**src/rtl/uart_fifo_if.sv**
```systemverilog
// uart_fifo_if: push/pop handshake, data and status bundle for uart_fifo.
// master = host/controller side, slave = the FIFO itself.
interface uart_fifo_if #(
  parameter int DATA_W = 8,
  parameter int ADDR_W = 4
);
  logic              clr_i;
  logic              push_i;
  logic [DATA_W-1:0] data_i;
  logic              pop_i;
  logic [DATA_W-1:0] data_o;
  logic              full_o;
  logic              empty_o;
  logic              almost_full_o;
  logic              almost_empty_o;
  logic [ADDR_W:0]   count_o;
  logic              overflow_o;
  logic              underflow_o;

  modport master (
    output clr_i,
    output push_i,
    output data_i,
    output pop_i,
    input  data_o,
    input  full_o,
    input  empty_o,
    input  almost_full_o,
    input  almost_empty_o,
    input  count_o,
    input  overflow_o,
    input  underflow_o
  );

  modport slave (
    input  clr_i,
    input  push_i,
    input  data_i,
    input  pop_i,
    output data_o,
    output full_o,
    output empty_o,
    output almost_full_o,
    output almost_empty_o,
    output count_o,
    output overflow_o,
    output underflow_o
  );
endinterface

```
**src/rtl/uart_fifo.sv**
```systemverilog
// uart_fifo: FWFT character FIFO with registered flags and sticky errors.
// Ports: clk_i, rst_ni (async active-low), bus (uart_fifo_if.slave).
module uart_fifo #(
  parameter int DATA_W    = 8,
  parameter int DEPTH     = 16,
  parameter int ADDR_W    = 4,
  parameter int AF_THRESH = 12,
  parameter int AE_THRESH = 4
) (
  input  logic        clk_i,
  input  logic        rst_ni,
  uart_fifo_if.slave  bus
);

  localparam logic [ADDR_W:0] FULL_C = (ADDR_W+1)'(DEPTH);
  localparam logic [ADDR_W:0] AF_C   = (ADDR_W+1)'(AF_THRESH);
  localparam logic [ADDR_W:0] AE_C   = (ADDR_W+1)'(AE_THRESH);
  localparam logic [ADDR_W:0] CNT1   = (ADDR_W+1)'(1);
  localparam logic [ADDR_W-1:0] PTR1 = ADDR_W'(1);

  logic [DATA_W-1:0] mem_q [DEPTH];

  logic [ADDR_W-1:0] wr_ptr_q, wr_ptr_d;
  logic [ADDR_W-1:0] rd_ptr_q, rd_ptr_d;
  logic [ADDR_W:0]   count_q, count_d;

  logic full_q, full_d;
  logic empty_q, empty_d;
  logic af_q, af_d;
  logic ae_q, ae_d;
  logic ovf_q, ovf_d;
  logic udf_q, udf_d;

  logic push_ok;
  logic pop_ok;

  // A push into a full FIFO is fine when a pop frees the slot
  // in the same cycle; a pop never bypasses an empty FIFO.
  assign push_ok = bus.push_i && !bus.clr_i &&
                   (!full_q || bus.pop_i);
  assign pop_ok  = bus.pop_i && !bus.clr_i && !empty_q;

  always_comb begin
    wr_ptr_d = wr_ptr_q;
    rd_ptr_d = rd_ptr_q;
    count_d  = count_q;
    ovf_d    = ovf_q;
    udf_d    = udf_q;
    unique case (1'b1)
      bus.clr_i: begin
        wr_ptr_d = '0;
        rd_ptr_d = '0;
        count_d  = '0;
        ovf_d    = 1'b0;
        udf_d    = 1'b0;
      end
      default: begin
        if (push_ok) wr_ptr_d = wr_ptr_q + PTR1;
        if (pop_ok)  rd_ptr_d = rd_ptr_q + PTR1;
        if (push_ok && !pop_ok) count_d = count_q + CNT1;
        if (pop_ok && !push_ok) count_d = count_q - CNT1;
        if (bus.push_i && !push_ok) ovf_d = 1'b1;
        if (bus.pop_i && !pop_ok)   udf_d = 1'b1;
      end
    endcase
  end

  // Flags come from the next count so they track count_o exactly.
  always_comb begin
    full_d  = (count_d == FULL_C);
    empty_d = (count_d == '0);
    af_d    = (count_d >= AF_C);
    ae_d    = (count_d <= AE_C);
  end

  always_ff @(posedge clk_i or negedge rst_ni) begin
    if (!rst_ni) begin
      wr_ptr_q <= '0;
      rd_ptr_q <= '0;
      count_q  <= '0;
      full_q   <= 1'b0;
      empty_q  <= 1'b1;
      af_q     <= 1'b0;
      ae_q     <= 1'b1;
      ovf_q    <= 1'b0;
      udf_q    <= 1'b0;
    end else begin
      wr_ptr_q <= wr_ptr_d;
      rd_ptr_q <= rd_ptr_d;
      count_q  <= count_d;
      full_q   <= full_d;
      empty_q  <= empty_d;
      af_q     <= af_d;
      ae_q     <= ae_d;
      ovf_q    <= ovf_d;
      udf_q    <= udf_d;
    end
  end

  always_ff @(posedge clk_i) begin
    if (push_ok) mem_q[wr_ptr_q] <= bus.data_i;
  end

  assign bus.data_o = empty_q ? '0 : mem_q[rd_ptr_q];

  assign bus.full_o         = full_q;
  assign bus.empty_o        = empty_q;
  assign bus.almost_full_o  = af_q;
  assign bus.almost_empty_o = ae_q;
  assign bus.count_o        = count_q;
  assign bus.overflow_o     = ovf_q;
  assign bus.underflow_o    = udf_q;

endmodule

```
**src/flat_wrapper.sv**
```systemverilog
// flat-port wrapper written by rule: the top's interface ports become plain ports
module uart_fifo_flat 
#(
  parameter int DATA_W    = 8,
  parameter int DEPTH     = 16,
  parameter int ADDR_W    = 4,
  parameter int AF_THRESH = 12,
  parameter int AE_THRESH = 4
)
  (clk_i, rst_ni, bus_clr_i, bus_push_i, bus_data_i, bus_pop_i, bus_data_o, bus_full_o, bus_empty_o, bus_almost_full_o, bus_almost_empty_o, bus_count_o, bus_overflow_o, bus_underflow_o);
  uart_fifo_if #(.DATA_W(DATA_W), .ADDR_W(ADDR_W)) bus_i ();
  input  logic clk_i;
  input  logic rst_ni;
  input wire logic [$bits(bus_i.clr_i)-1:0] bus_clr_i;
  input wire logic [$bits(bus_i.push_i)-1:0] bus_push_i;
  input wire logic [$bits(bus_i.data_i)-1:0] bus_data_i;
  input wire logic [$bits(bus_i.pop_i)-1:0] bus_pop_i;
  output wire logic [$bits(bus_i.data_o)-1:0] bus_data_o;
  output wire logic [$bits(bus_i.full_o)-1:0] bus_full_o;
  output wire logic [$bits(bus_i.empty_o)-1:0] bus_empty_o;
  output wire logic [$bits(bus_i.almost_full_o)-1:0] bus_almost_full_o;
  output wire logic [$bits(bus_i.almost_empty_o)-1:0] bus_almost_empty_o;
  output wire logic [$bits(bus_i.count_o)-1:0] bus_count_o;
  output wire logic [$bits(bus_i.overflow_o)-1:0] bus_overflow_o;
  output wire logic [$bits(bus_i.underflow_o)-1:0] bus_underflow_o;
  assign bus_i.clr_i = bus_clr_i;
  assign bus_i.push_i = bus_push_i;
  assign bus_i.data_i = bus_data_i;
  assign bus_i.pop_i = bus_pop_i;
  assign bus_data_o = bus_i.data_o;
  assign bus_full_o = bus_i.full_o;
  assign bus_empty_o = bus_i.empty_o;
  assign bus_almost_full_o = bus_i.almost_full_o;
  assign bus_almost_empty_o = bus_i.almost_empty_o;
  assign bus_count_o = bus_i.count_o;
  assign bus_overflow_o = bus_i.overflow_o;
  assign bus_underflow_o = bus_i.underflow_o;
  uart_fifo #(.DATA_W(DATA_W), .DEPTH(DEPTH), .ADDR_W(ADDR_W), .AF_THRESH(AF_THRESH), .AE_THRESH(AE_THRESH)) u_core (.clk_i(clk_i), .rst_ni(rst_ni), .bus(bus_i));
endmodule
```
**config.mk**
```make
export PLATFORM = sky130hd
export DESIGN_NAME = uart_fifo_flat
export DESIGN_NICKNAME = d
export VERILOG_FILES = /design/src/rtl/uart_fifo_if.sv /design/src/rtl/uart_fifo.sv /design/src/flat_wrapper.sv
export SDC_FILE = /design/constraint.sdc
export NUM_CORES = 1
export LEC_CHECK = 0
export ABC_AREA = 1
export CAP_MARGIN = 15
export CORE_MARGIN = 1
export CORE_UTILIZATION = 50
export DETAILED_ROUTE_END_ITERATION = 12
export MAX_ROUTING_LAYER = met4
export PLACE_DENSITY = 0.68
export SYNTH_ARGS = -nofsm -noshare
export SYNTH_HDL_FRONTEND = slang
export SYNTH_SLANG_ARGS = --single-unit
```
**constraint.sdc**
```tcl
create_clock -name clk_i -period 3.15 [get_ports clk_i]
set_input_delay 0.4725 -clock clk_i [delete_from_list [all_inputs] [get_ports clk_i]]
set_output_delay 0.4725 -clock clk_i [all_outputs]
set_load 0.01 [all_outputs]
```
Word level (Yosys, flattened, before mapping)
Memories as Yosys holds them, arrays and structs flattened.
Index checks and enable logic that the tools add are counted.
{"block": "op_classes", "add_sub_neg": 4, "n_mul": 0, "div": 0, "n_lt_le_gt_ge": 2, "n_eq_ne": 1, "n_shift": 0, "n_mux": 14, "bitwise": 0, "reduce_logical": 19}
{"cell": "$mux W4", "count": 4}
{"cell": "$mux W5", "count": 3}
{"cell": "$add A4 B1 Y4 const B", "count": 2}
{"cell": "$logic_and A1 B1 Y1", "count": 8}
{"cell": "$mux W8", "count": 1}
{"cell": "$reduce_bool A2 Y1", "count": 4}
{"cell": "$mux W1", "count": 6}
{"cell": "$add A5 B1 Y5 const B", "count": 1}
{"cell": "$eq A5 B5 Y1 const B", "count": 1}
{"cell": "$ge A5 B4 Y1 const B", "count": 1}
{"cell": "$le A5 B3 Y1 const B", "count": 1}
{"cell": "$logic_not A1 Y1", "count": 5}
{"cell": "$logic_not A5 Y1", "count": 1}
{"cell": "$sub A5 B1 Y5 const B", "count": 1}
{"cell": "$logic_or A1 B1 Y1", "count": 1}
{"block": "totals", "regBits": 19, "latchBits": 0, "mem_bits_rw": 128, "romBits": 0, "in_bits": 13, "out_inout_bits": 19, "elab_cells": 50, "memories": 1}
{"memory": "u_core.mem_q", "depth": 16, "width": 8, "read_ports": 1, "rd_clocked_by_memory_dff": 0, "wr": 1, "line_no": "uart_fifo.sv:21", "text": "logic [DATA_W-1:0] mem_q [DEPTH];"}

Longest topological paths before layout
Gate-level depths: netlist of the first run.
{"block": "logic_depth", "word_depth": 9, "depth_mapped": 11, "ltp_nobuf": 11}

Worst setup path before layout of the first run
OpenSTA, ideal clock, no wires.
{"block": "synth_timing", "path_kind": "input to register", "startpoint": "input port bus_clr_i", "endpoint": "memory u_core.mem_q[7][0], enable pin", "t_arrival_ns": 1.445, "required_ns": 2.780, "slack_ns": 1.335, "cell_stages": 6, "path_buffers": 1, "cell_sequence": "buf_6 inv_8 nand2_4 nor2_4 nand2_1 nor2_1"}
{"block": "synth_between", "elab_chain_cells": 5}
{"item": "from (decl)", "line_no": "flat_wrapper.sv:14", "text": "input wire logic [$bits(bus_i.clr_i)-1:0] bus_clr_i;"}
{"item": "$logic_not A1 Y1", "line_no": "uart_fifo.sv:39", "text": "assign push_ok = bus.push_i && !bus.clr_i &&"}
{"item": "$logic_and A1 B1 Y1 (2 in a row)", "line_no": "uart_fifo.sv:39"}
{"item": "$mux W1", "line_no": "uart_fifo.sv:101", "text": "if (push_ok) mem_q[wr_ptr_q] <= bus.data_i;"}
{"item": "$mux W1 (not written as such)", "line_no": "uart_fifo.sv:101"}
{"item": "to (decl)", "line_no": "uart_fifo.sv:21"}
No other way between the ends.

Worst setup path in the final report of the first run
{"block": "layout_timing", "startpoint": "register u_core.rd_ptr_q[1]", "endpoint": "output port bus_data_o[2]"}
{"block": "layout_between", "elab_chain_cells": 2}
{"item": "from (decl)", "line_no": "uart_fifo.sv:24", "text": "logic [ADDR_W-1:0] rd_ptr_q, rd_ptr_d;"}
{"item": "from (signal assigned)", "line_no": "uart_fifo.sv:89", "text": "rd_ptr_q <= rd_ptr_d;"}
{"item": "$mem_v2 Z16 W8"}
{"item": "$mux W8", "line_no": "uart_fifo.sv:104", "text": "assign bus.data_o = empty_q ? '0 : mem_q[rd_ptr_q];"}
{"item": "to (decl)", "line_no": "flat_wrapper.sv:18", "text": "output wire logic [$bits(bus_i.data_o)-1:0] bus_data_o;"}
No other way between the ends.

==> run summary, run 1 <==
outcome -> completed
Worst Path Required -> 2680 ps
Worst Path Buf+Inv -> 2
CP max-delay cell -> dfrtp_1
Die Ht -> 115 um
Die X -> 115 um
Core Util, Final -> 0.618
drt drc -> 0
Synth Instances -> 554
crit path DAT -> 2520 ps
worst setup path endpoint -> bus_data_o[2]
worst-margin pin slew -> 921 ps
Vias -> 4,378
clk sinks -> 147
CTS clk-pin slew, worst paths -> 60 ps
ANT cells -> 0
H-tree Lvls -> 4
NumNets Final -> 622
most common flop cell mapped by yosys -> edfxtp_1
initial antenna violation count -> 0
max incr delay on CP -> 580 ps
First-pass DRT Iterations -> 5
most common cell after layout, fill and taps aside -> edfxtp_1
placed cells -> 751
pre-CTS setup slack -> 389 ps
Area contributors post-synth -> edfxtp_1, nor2_1, dfrtp_1
area grow syn2layout -> 18.9%
min-delay worst type -> reg2reg
Core Region -> 12,200 um^2
Post-CTS Setup Inserts -> 0
CP Max Fanout -> 38
Worst setup EP type -> primary output
Seq/Total Area, Yosys -> 0.681
Antenna Nets Post-Route -> 0
Async SR Flop Fraction -> 0.129
CP Launch Point -> u_core.rd_ptr_q[1]$_DFFE_PN0P_
most frequent cells in the layout -> edfxtp_1, nor2_1, o21ai_0, nand2_1
r2r startpoint -> u_core.bus.empty_o$_DFF_PN1_
Root Driver -> clkbuf_16
routability cong. -> 0.838
CTS tree -> yes
vias per inst -> 5.60
Top Family by Delay on Critical Path -> buffers and inverters
clk_lat worst skew -> 420 ps
syn_nets -> 574
Hold Vio Cnt, Final -> 0
die area -> 13,100 um^2
Post-synth EDFFs -> 128
Levels on crit path -> 6
IO Pins -> 32
Total Power Consumption -> 5.09 mW
Lkg Pwr -> 2.72 nW
vias in the first global route -> 4,192
Yosys cell types -> 32
Initial Utilization -> 0.520
Inserted Clock Buffers -> 17
first-pass GRT wire length -> 23,100 um
fin worst setup slack -> 156 ps
Placement Rows -> 40
crit path cell chain -> buf_12 -> o21ai_0 -> o211ai_1 -> nand3_1 -> a21oi_1 -> clkdlybuf4s50_1
Buffers on Ports -> 31
Rel. slew slack -> 0.384
worst reg-to-reg setup slack -> 1310 ps
hpwl dp -> 9430 um
Cell Count, Final, Fillers Out -> 782
1st-iter DRT viols -> 519
area leader, netlist -> edfxtp_1
period utilisation layout -> 0.951
final WL -> 14,800 um
flop and latch count out of synthesis -> 147
Avg WL per Cell -> 18.9 um
largest net degree at the start of global routing -> 72
fraction of layout cells with a size suffix above 1 -> 0.138
Final Setup Violations -> 0
Syn Area/Cell -> 11.5 um^2
mapped cell area -> 6350 um^2
PwrDens -> 675 nW/um^2
Synth top area share -> 0.606
Final Skew -> 7.46 ps
Worst R2R End -> u_core.bus.empty_o$_DFF_PN1_
critical path class -> reg2out
MaxCap Viol Count -> 0
max-slew violation count -> 0
Yosys Warn Count -> 0
crit path time final -> 2990 ps
Clock Path Buffers -> 2
VDD IR max -> 0.479 mV
reg2reg path depth -> 10
Fmax -> 334 MHz
startpoint types -> flop
Post-CTS Hold Fix Bufs -> 0
All-Layer GR Usage -> 0.251
GRT Residual Overflow -> 0
[per-layer routing]
metal	vias to the layer above	track usage	wire length (um)
met4	0	0.103	297
met3	25	0.0545	983
li1	2051	-	-
met1	2137	0.328	6410
met2	165	0.383	7100
met5	-	-	0
[synthesized netlist by cell type (7+ instances only)]
library cell	number
buf_2	12
o211ai_1	27
clkbuf_1	8
dfrtp_1	17
inv_1	22
a21oi_1	17
o21ai_0	65
ha_1	7
nand2_1	46
nor2_1	123
edfxtp_1	128
nand3_1	31
[what timing repair did]
| action | 4_1_cts | 5_1_grt |
|---|---|---|
| gates resized for setup | 1 | 5 |
| setup endpoints to repair | 7 | 7 |
| pin swaps | 0 | 0 |
| hold endpoints to repair | 0 | 0 |
[layout make-up]
class | count | area [um^2]
Sequential cell | 147 | 4320
Multi-Input combinational cell | 350 | 1760
Clock buffer | 18 | 429
Fill cell | 1006 | 4670
Timing Repair Buffer | 56 | 536
Inverter | 30 | 123
Tap cell | 168 | 210
Clock inverter | 13 | 161
[stage by stage]
step,hold WS (ps),setup TNS (ps),instance area [um^2]
finish,499,0,7550
global route,513,-33.4,7550
CTS,505,0,7530
detailed placement,487,0,6940
global placement,495,0,6940
floorplan,177,0,6350
[worst min path at each step]
stage                                    endpoint  slack (ps)  cells past startpoint                                from
2_1_floorplan  u_core.bus.almost_full_o$_DFF_PN0_         180                      0                              rst_ni
3_3_place_gp   u_core.bus.underflow_o$_DFFE_PN0P_         500                      2  u_core.bus.underflow_o$_DFFE_PN0P_
3_5_place_dp    u_core.bus.overflow_o$_DFFE_PN0P_         490                      1   u_core.bus.overflow_o$_DFFE_PN0P_
4_1_cts         u_core.bus.overflow_o$_DFFE_PN0P_         500                      1   u_core.bus.overflow_o$_DFFE_PN0P_
5_1_grt         u_core.bus.overflow_o$_DFFE_PN0P_         510                      1   u_core.bus.overflow_o$_DFFE_PN0P_
6_report        u_core.bus.overflow_o$_DFFE_PN0P_         500                      1   u_core.bus.overflow_o$_DFFE_PN0P_
[flip-flops by register name, indices dropped and copies added (netlist names), 4 cells and up]
register and count:
u_core.mem_q 128, u_core.wr_ptr_q 4, u_core.rd_ptr_q 4, u_core.bus.count_o 5
[cell families after synthesis]
family | Yosys count | share of synthesized area
compound gates | 118 | 0.106
buf+inv | 57 | 0.0412
flops | 147 | 0.681
fa+ha+maj | 7 | 0.0138
simple gates | 225 | 0.158
[power breakdown]
group	internal, mW	leakage, nW	switching, mW
clock network	1.24	0.278	0.775
logic	0.324	1.04	0.507
registers	2.18	1.40	0.0683
Note: power is estimated with default switching activity, not from simulation.
==> inputs of run 2 (changes only) <==
- SKIP_CTS_REPAIR_TIMING: default -> 1
==> run summary, run 2 (same netlist as run 1, synthesis figures left out) <==
outcome -> completed
Largest Register -> u_core.mem_q
placed cells -> 751 (unchanged)
max reg flops -> 128 (unchanged)
Worst setup EP type -> primary output
initial antenna violation count -> 0 (unchanged)
vias in the first global route -> 4,188 (-0.095%)
min-delay worst type -> reg2reg
Vias -> 4,452 (+1.7%)
NumNets Final -> 622 (unchanged)
Cell Count, Final, Fillers Out -> 782 (unchanged)
area post-placement -> 6940 um^2 (unchanged)
Die Ht -> 115 um (unchanged)
most common cell after layout, fill and taps aside -> edfxtp_1
fraction of layout cells with a size suffix above 1 -> 0.140 (+0.00163)
Final Setup Violations -> 0 (unchanged)
fill cell count -> 1,005 (-0.099%)
Hold Startpoint -> u_core.bus.overflow_o$_DFFE_PN0P_
MaxCap Viol Count -> 0 (unchanged)
Buffers on Ports -> 31 (unchanged)
Placement Rows -> 40 (unchanged)
Hold Vio Cnt, Final -> 0 (unchanged)
Die X -> 115 um (unchanged)
All-Layer GR Usage -> 0.251 (unchanged)
critical path class -> reg2out
r2r startpoint -> u_core.bus.empty_o$_DFF_PN1_
unrepaired setup endpoints after global routing -> false
reg2reg path depth -> 10 (unchanged)
vias per inst -> 5.69 (+1.7%)
VDD IR max -> 0.478 mV (about the same)
first-pass GRT wire length -> 23,100 um (about the same)
Final Skew -> 7.02 ps (-0.440 ps)
crit path time final -> 2970 ps (-25.7 ps)
Post-Layout Inst Area -> 7550 um^2 (about the same)
routability cong. -> 0.838 (unchanged)
Lkg Pwr -> 2.72 nW (about the same)
Clock Path Buffers -> 2 (unchanged)
CP Max Fanout -> 21 (-45%)
H-tree Lvls -> 4 (unchanged)
Antenna Nets Post-Route -> 0 (unchanged)
final WL -> 14,800 um (about the same)
ANT cells -> 0 (unchanged)
hpwl dp -> 9430 um (unchanged)
First-pass DRT Iterations -> 5 (unchanged)
clk_lat worst skew -> 420 ps (about the same)
Hold Crit Endpoint -> u_core.bus.overflow_o$_DFFE_PN0P_
startpoint types -> flop
PwrDens -> 675 nW/um^2 (about the same)
crit path DAT -> 2500 ps (-20 ps)
period utilisation layout -> 0.942 (-0.00815)
largest net degree at the start of global routing -> 72 (unchanged)
Core Util, Final -> 0.618 (about the same)
worst-margin pin slew -> 908 ps (-12.7 ps)
Worst R2R End -> u_core.bus.empty_o$_DFF_PN1_
Inserted Clock Buffers -> 17 (unchanged)
1st-iter DRT viols -> 492 (-5.2%)
max-slew violation count -> 0 (unchanged)
Avg WL per Cell -> 18.9 um (about the same)
Fmax -> 337 MHz (+0.87%)
Worst Path Required -> 2680 ps (about the same)
hold depth -> 1 (unchanged)
Root Driver -> clkbuf_16
most frequent cells in the layout -> edfxtp_1, nor2_1, o21ai_0, nand2_1
GRT Residual Overflow -> 0 (unchanged)
CTS clk-pin slew, worst paths -> 60 ps (about the same)
clk sinks -> 147 (unchanged)
Initial Utilization -> 0.520 (unchanged)
CTS tree -> yes
setup_tns -> 0 ps (unchanged)
IO Pins -> 32 (unchanged)
worst reg-to-reg setup slack -> 1310 ps (about the same)
die area -> 13,100 um^2 (unchanged)
drt drc -> 0 (unchanged)
Core Region -> 12,200 um^2 (unchanged)
Rel. slew slack -> 0.393 (+0.00850)
area grow syn2layout -> 18.9% (about the same)
==> run 2: cell counts in the layout (fill, tap and decap cells not counted) <==
Identical to the previous run, type by type.
==> run 2: layout make-up <==
cell class / count / area [um^2] / area share
repair buffers: 56 / 536 / 0.0710
inverters: 30 / 123 / 0.0162
clock inverters: 13 / 161 / 0.0214
flip-flops and latches: 147 / 4320 / 0.573
clock buffers: 18 / 429 / 0.0569
multi-input cells: 350 / 1760 / 0.234
well taps: 168 / 210 / 0.0279
==> run 2: per-layer routing <==
layer	global-route usage	up-vias	wire length [um]
met5	-	-	0
met4	0.103	0	322
met3	0.0545	29	1160
met2	0.380	205	7030
met1	0.331	2164	6280
li1	-	2054	-
==> run 2: worst max path at each step <==
stage | start | to | slack [ps] | cells after the start
5_1_grt | u_core.rd_ptr_q[0]$_DFFE_PN0P_ | bus_data_o[1] | 20 | 7
2_1_floorplan | bus_clr_i | u_core.mem_q[7][0]$_DFFE_PP_ | 1340 | 6
3_3_place_gp | u_core.rd_ptr_q[0]$_DFFE_PN0P_ | bus_data_o[2] | 420 | 8
3_5_place_dp | u_core.rd_ptr_q[0]$_DFFE_PN0P_ | bus_data_o[2] | 390 | 6
6_report | u_core.rd_ptr_q[0]$_DFFE_PN0P_ | bus_data_o[4] | 180 | 7
4_1_cts | u_core.rd_ptr_q[0]$_DFFE_PN0P_ | bus_data_o[2] | -100 | 6
==> run 2: critical path: stages (launching register included) <==
cell	delay [ps]
dfrtp_2	440
inv_4	210
buf_4	250
nor2_1	70
o211ai_1	280
nand3_1	110
a21oi_1	160
clkdlybuf4s50_1	560
==> run 2: report_power, final <==
group / internal, mW / leakage (nW) / switching [mW]
sequential: 2.18 / 1.40 / 0.0675
clock: 1.24 / 0.278 / 0.778
combinational: 0.324 / 1.04 / 0.508
==> run 2: stage by stage <==
step / worst slack (ps) / hold WS (ps) / power [mW]
2_1_floorplan: 1340 / 177 / 2.77
3_3_place_gp: 415 / 495 / 3.08
3_5_place_dp: 389 / 487 / 3.10
4_1_cts: -100 / 505 / 5.10
5_1_grt: 19.8 / 513 / 5.28
6_report: 181 / 498 / 5.09
==> inputs of run 3 (changes only) <==
- PLACE_DENSITY: 0.68 -> default
- PLACE_DENSITY_LB_ADDON: default -> 0.12
==> run summary, run 3 (same netlist as run 1, synthesis figures left out) <==
NumNets Final -> 623 (+0.16%)
worst-margin pin slew -> 938 ps (+30.3 ps)
Placement Rows -> 40 (unchanged)
min-delay worst type -> reg2reg
Final Skew -> 4.51 ps (-2.51 ps)
Worst setup EP type -> primary output
Antenna Nets Post-Route -> 0 (unchanged)
Clock Path Buffers -> 2 (unchanged)
unrepaired setup endpoints after global routing -> false
Worst Path Required -> 2680 ps (about the same)
CP Launch Point -> u_core.rd_ptr_q[1]$_DFFE_PN0P_
routability cong. -> 0.865 (+3.1%)
startpoint types -> flop
crit path DAT -> 2520 ps (+20 ps)
H-tree Lvls -> 4 (unchanged)
Rel. slew slack -> 0.373 (-0.0203)
CTS tree -> yes
CP Max Fanout -> 20 (-4.8%)
outcome -> completed
Vias -> 4,305 (-3.3%)
Avg WL per Cell -> 18.4 um (-2.6%)
fill cell count -> 999 (-0.60%)
register area -> 4330 um^2 (about the same)
initial antenna violation count -> 0 (unchanged)
vias per inst -> 5.49 (-3.5%)
max reg flops -> 128 (unchanged)
clk_lat worst skew -> 420 ps (about the same)
most common cell after layout, fill and taps aside -> edfxtp_1
Inserted Clock Buffers -> 17 (unchanged)
Multi-input gate area -> 1760 um^2 (unchanged)
MaxCap Viol Count -> 0 (unchanged)
Lkg Pwr -> 2.72 nW (about the same)
worst hold margin -> 496 ps (-1.73 ps)
r2r startpoint -> u_core.bus.empty_o$_DFF_PN1_
die area -> 13,100 um^2 (unchanged)
setup_tns -> 0 ps (unchanged)
GRT Residual Overflow -> 0 (unchanged)
most frequent cells in the layout -> edfxtp_1, nor2_1, o21ai_0, nand2_1
Core Region -> 12,200 um^2 (unchanged)
Root Driver -> clkbuf_16
max-slew violation count -> 0 (unchanged)
1st-iter DRT viols -> 345 (-30%)
Fmax -> 334 MHz (-0.72%)
Buffers on Ports -> 31 (unchanged)
CTS clk-pin slew, worst paths -> 50 ps (about the same)
critical path class -> reg2out
drt drc -> 0 (unchanged)
PwrDens -> 658 nW/um^2 (-2.6%)
Hold Vio Cnt, Final -> 0 (unchanged)
vias in the first global route -> 4,267 (+1.9%)
ANT cells -> 0 (unchanged)
crit path time final -> 2990 ps (+21.4 ps)
Die Ht -> 115 um (unchanged)
IO Pins -> 32 (unchanged)
First-pass DRT Iterations -> 5 (unchanged)
All-Layer GR Usage -> 0.250 (-0.000933)
first-pass GRT wire length -> 23,000 um (-0.57%)
Hold Startpoint -> u_core.bus.overflow_o$_DFFE_PN0P_
hpwl dp -> 9280 um (-1.5%)
Largest Register -> u_core.mem_q
final WL -> 14,400 um (-2.3%)
area grow syn2layout -> 18.2%
period utilisation layout -> 0.949 (+0.00679)
Die X -> 115 um (unchanged)
Final Setup Violations -> 0 (unchanged)
fraction of layout cells with a size suffix above 1 -> 0.138 (-0.00208)
VDD IR max -> 0.438 mV (-8.3%)
clk sinks -> 147 (unchanged)
largest net degree at the start of global routing -> 42 (-42%)
Initial Utilization -> 0.520 (unchanged)
==> run 3: changes by cell type in the layout (fill, tap and decap cells not counted), sizes merged <==
cell / before / now
clkinv: 7 / 12
clkbuf: 18 / 22
clkinvlp: 4 / 0
bufinv: 3 / 1
inv: 29 / 27
buf: 25 / 26
==> run 3: report_power, final <==
group | total (mW) | switching (mW) | internal, mW
Clock | 1.87 | 0.734 | 1.14
Sequential | 2.25 | 0.0668 | 2.18
Combinational | 0.814 | 0.493 | 0.321
Total | 4.93 | 1.29 | 3.64
==> run 3: final timing paths <==
kind,depth (start not counted),end,slack [ps]
setup / recovery,6,bus_data_o[2],160
hold / removal,1,u_core.bus.overflow_o$_DFFE_PN0P_,500
setup reg to reg,10,u_core.bus.empty_o$_DFF_PN1_,1350
hold reg to reg,1,u_core.bus.overflow_o$_DFFE_PN0P_,500
max in group asynchronous,1,u_core.rd_ptr_q[1]$_DFFE_PN0P_,1890
min in group asynchronous,1,u_core.bus.underflow_o$_DFFE_PN0P_,580
==> run 3: per-layer routing <==
layer,vias to the layer above,GRT usage,routed length [um]
met5,-,-,0
met4,0,0.103,259
met3,19,0.0566,837
met2,120,0.387,7150
met1,2117,0.320,6200
li1,2049,-,-
==> run 3: through the flow <==
step | setup slack (ps) | cells | power (mW) | utilization | area (um^2)
after global routing | 27.3 | 784 | 5.13 | 0.614 | 7500
after CTS | 10.3 | 784 | 4.97 | 0.614 | 7490
after global placement | 539 | 752 | 3.08 | 0.568 | 6940
after floorplan | 1340 | 554 | 2.77 | - | 6350
final | 160 | 784 | 4.93 | 0.614 | 7500
after detailed placement | 509 | 752 | 3.10 | 0.568 | 6940
==> run 3: layout make-up <==
| type | instances | area share |
|---|---|---|
| Inverter | 30 | 0.0162 |
| Multi-Input combinational cell | 350 | 0.235 |
| Clock inverter | 10 | 0.0112 |
| Timing Repair Buffer | 57 | 0.0695 |
| Sequential cell | 147 | 0.577 |
| Clock buffer | 22 | 0.0632 |
| Tap cell | 168 | 0.0280 |
==> run 3: critical path, stage by stage, from the launching register on <==
cell and delay [ps]:
dfrtp_4 550, buf_4 280, o21ai_0 140, o211ai_1 250
nand3_1 140, a21oi_1 180, clkdlybuf4s50_1 560
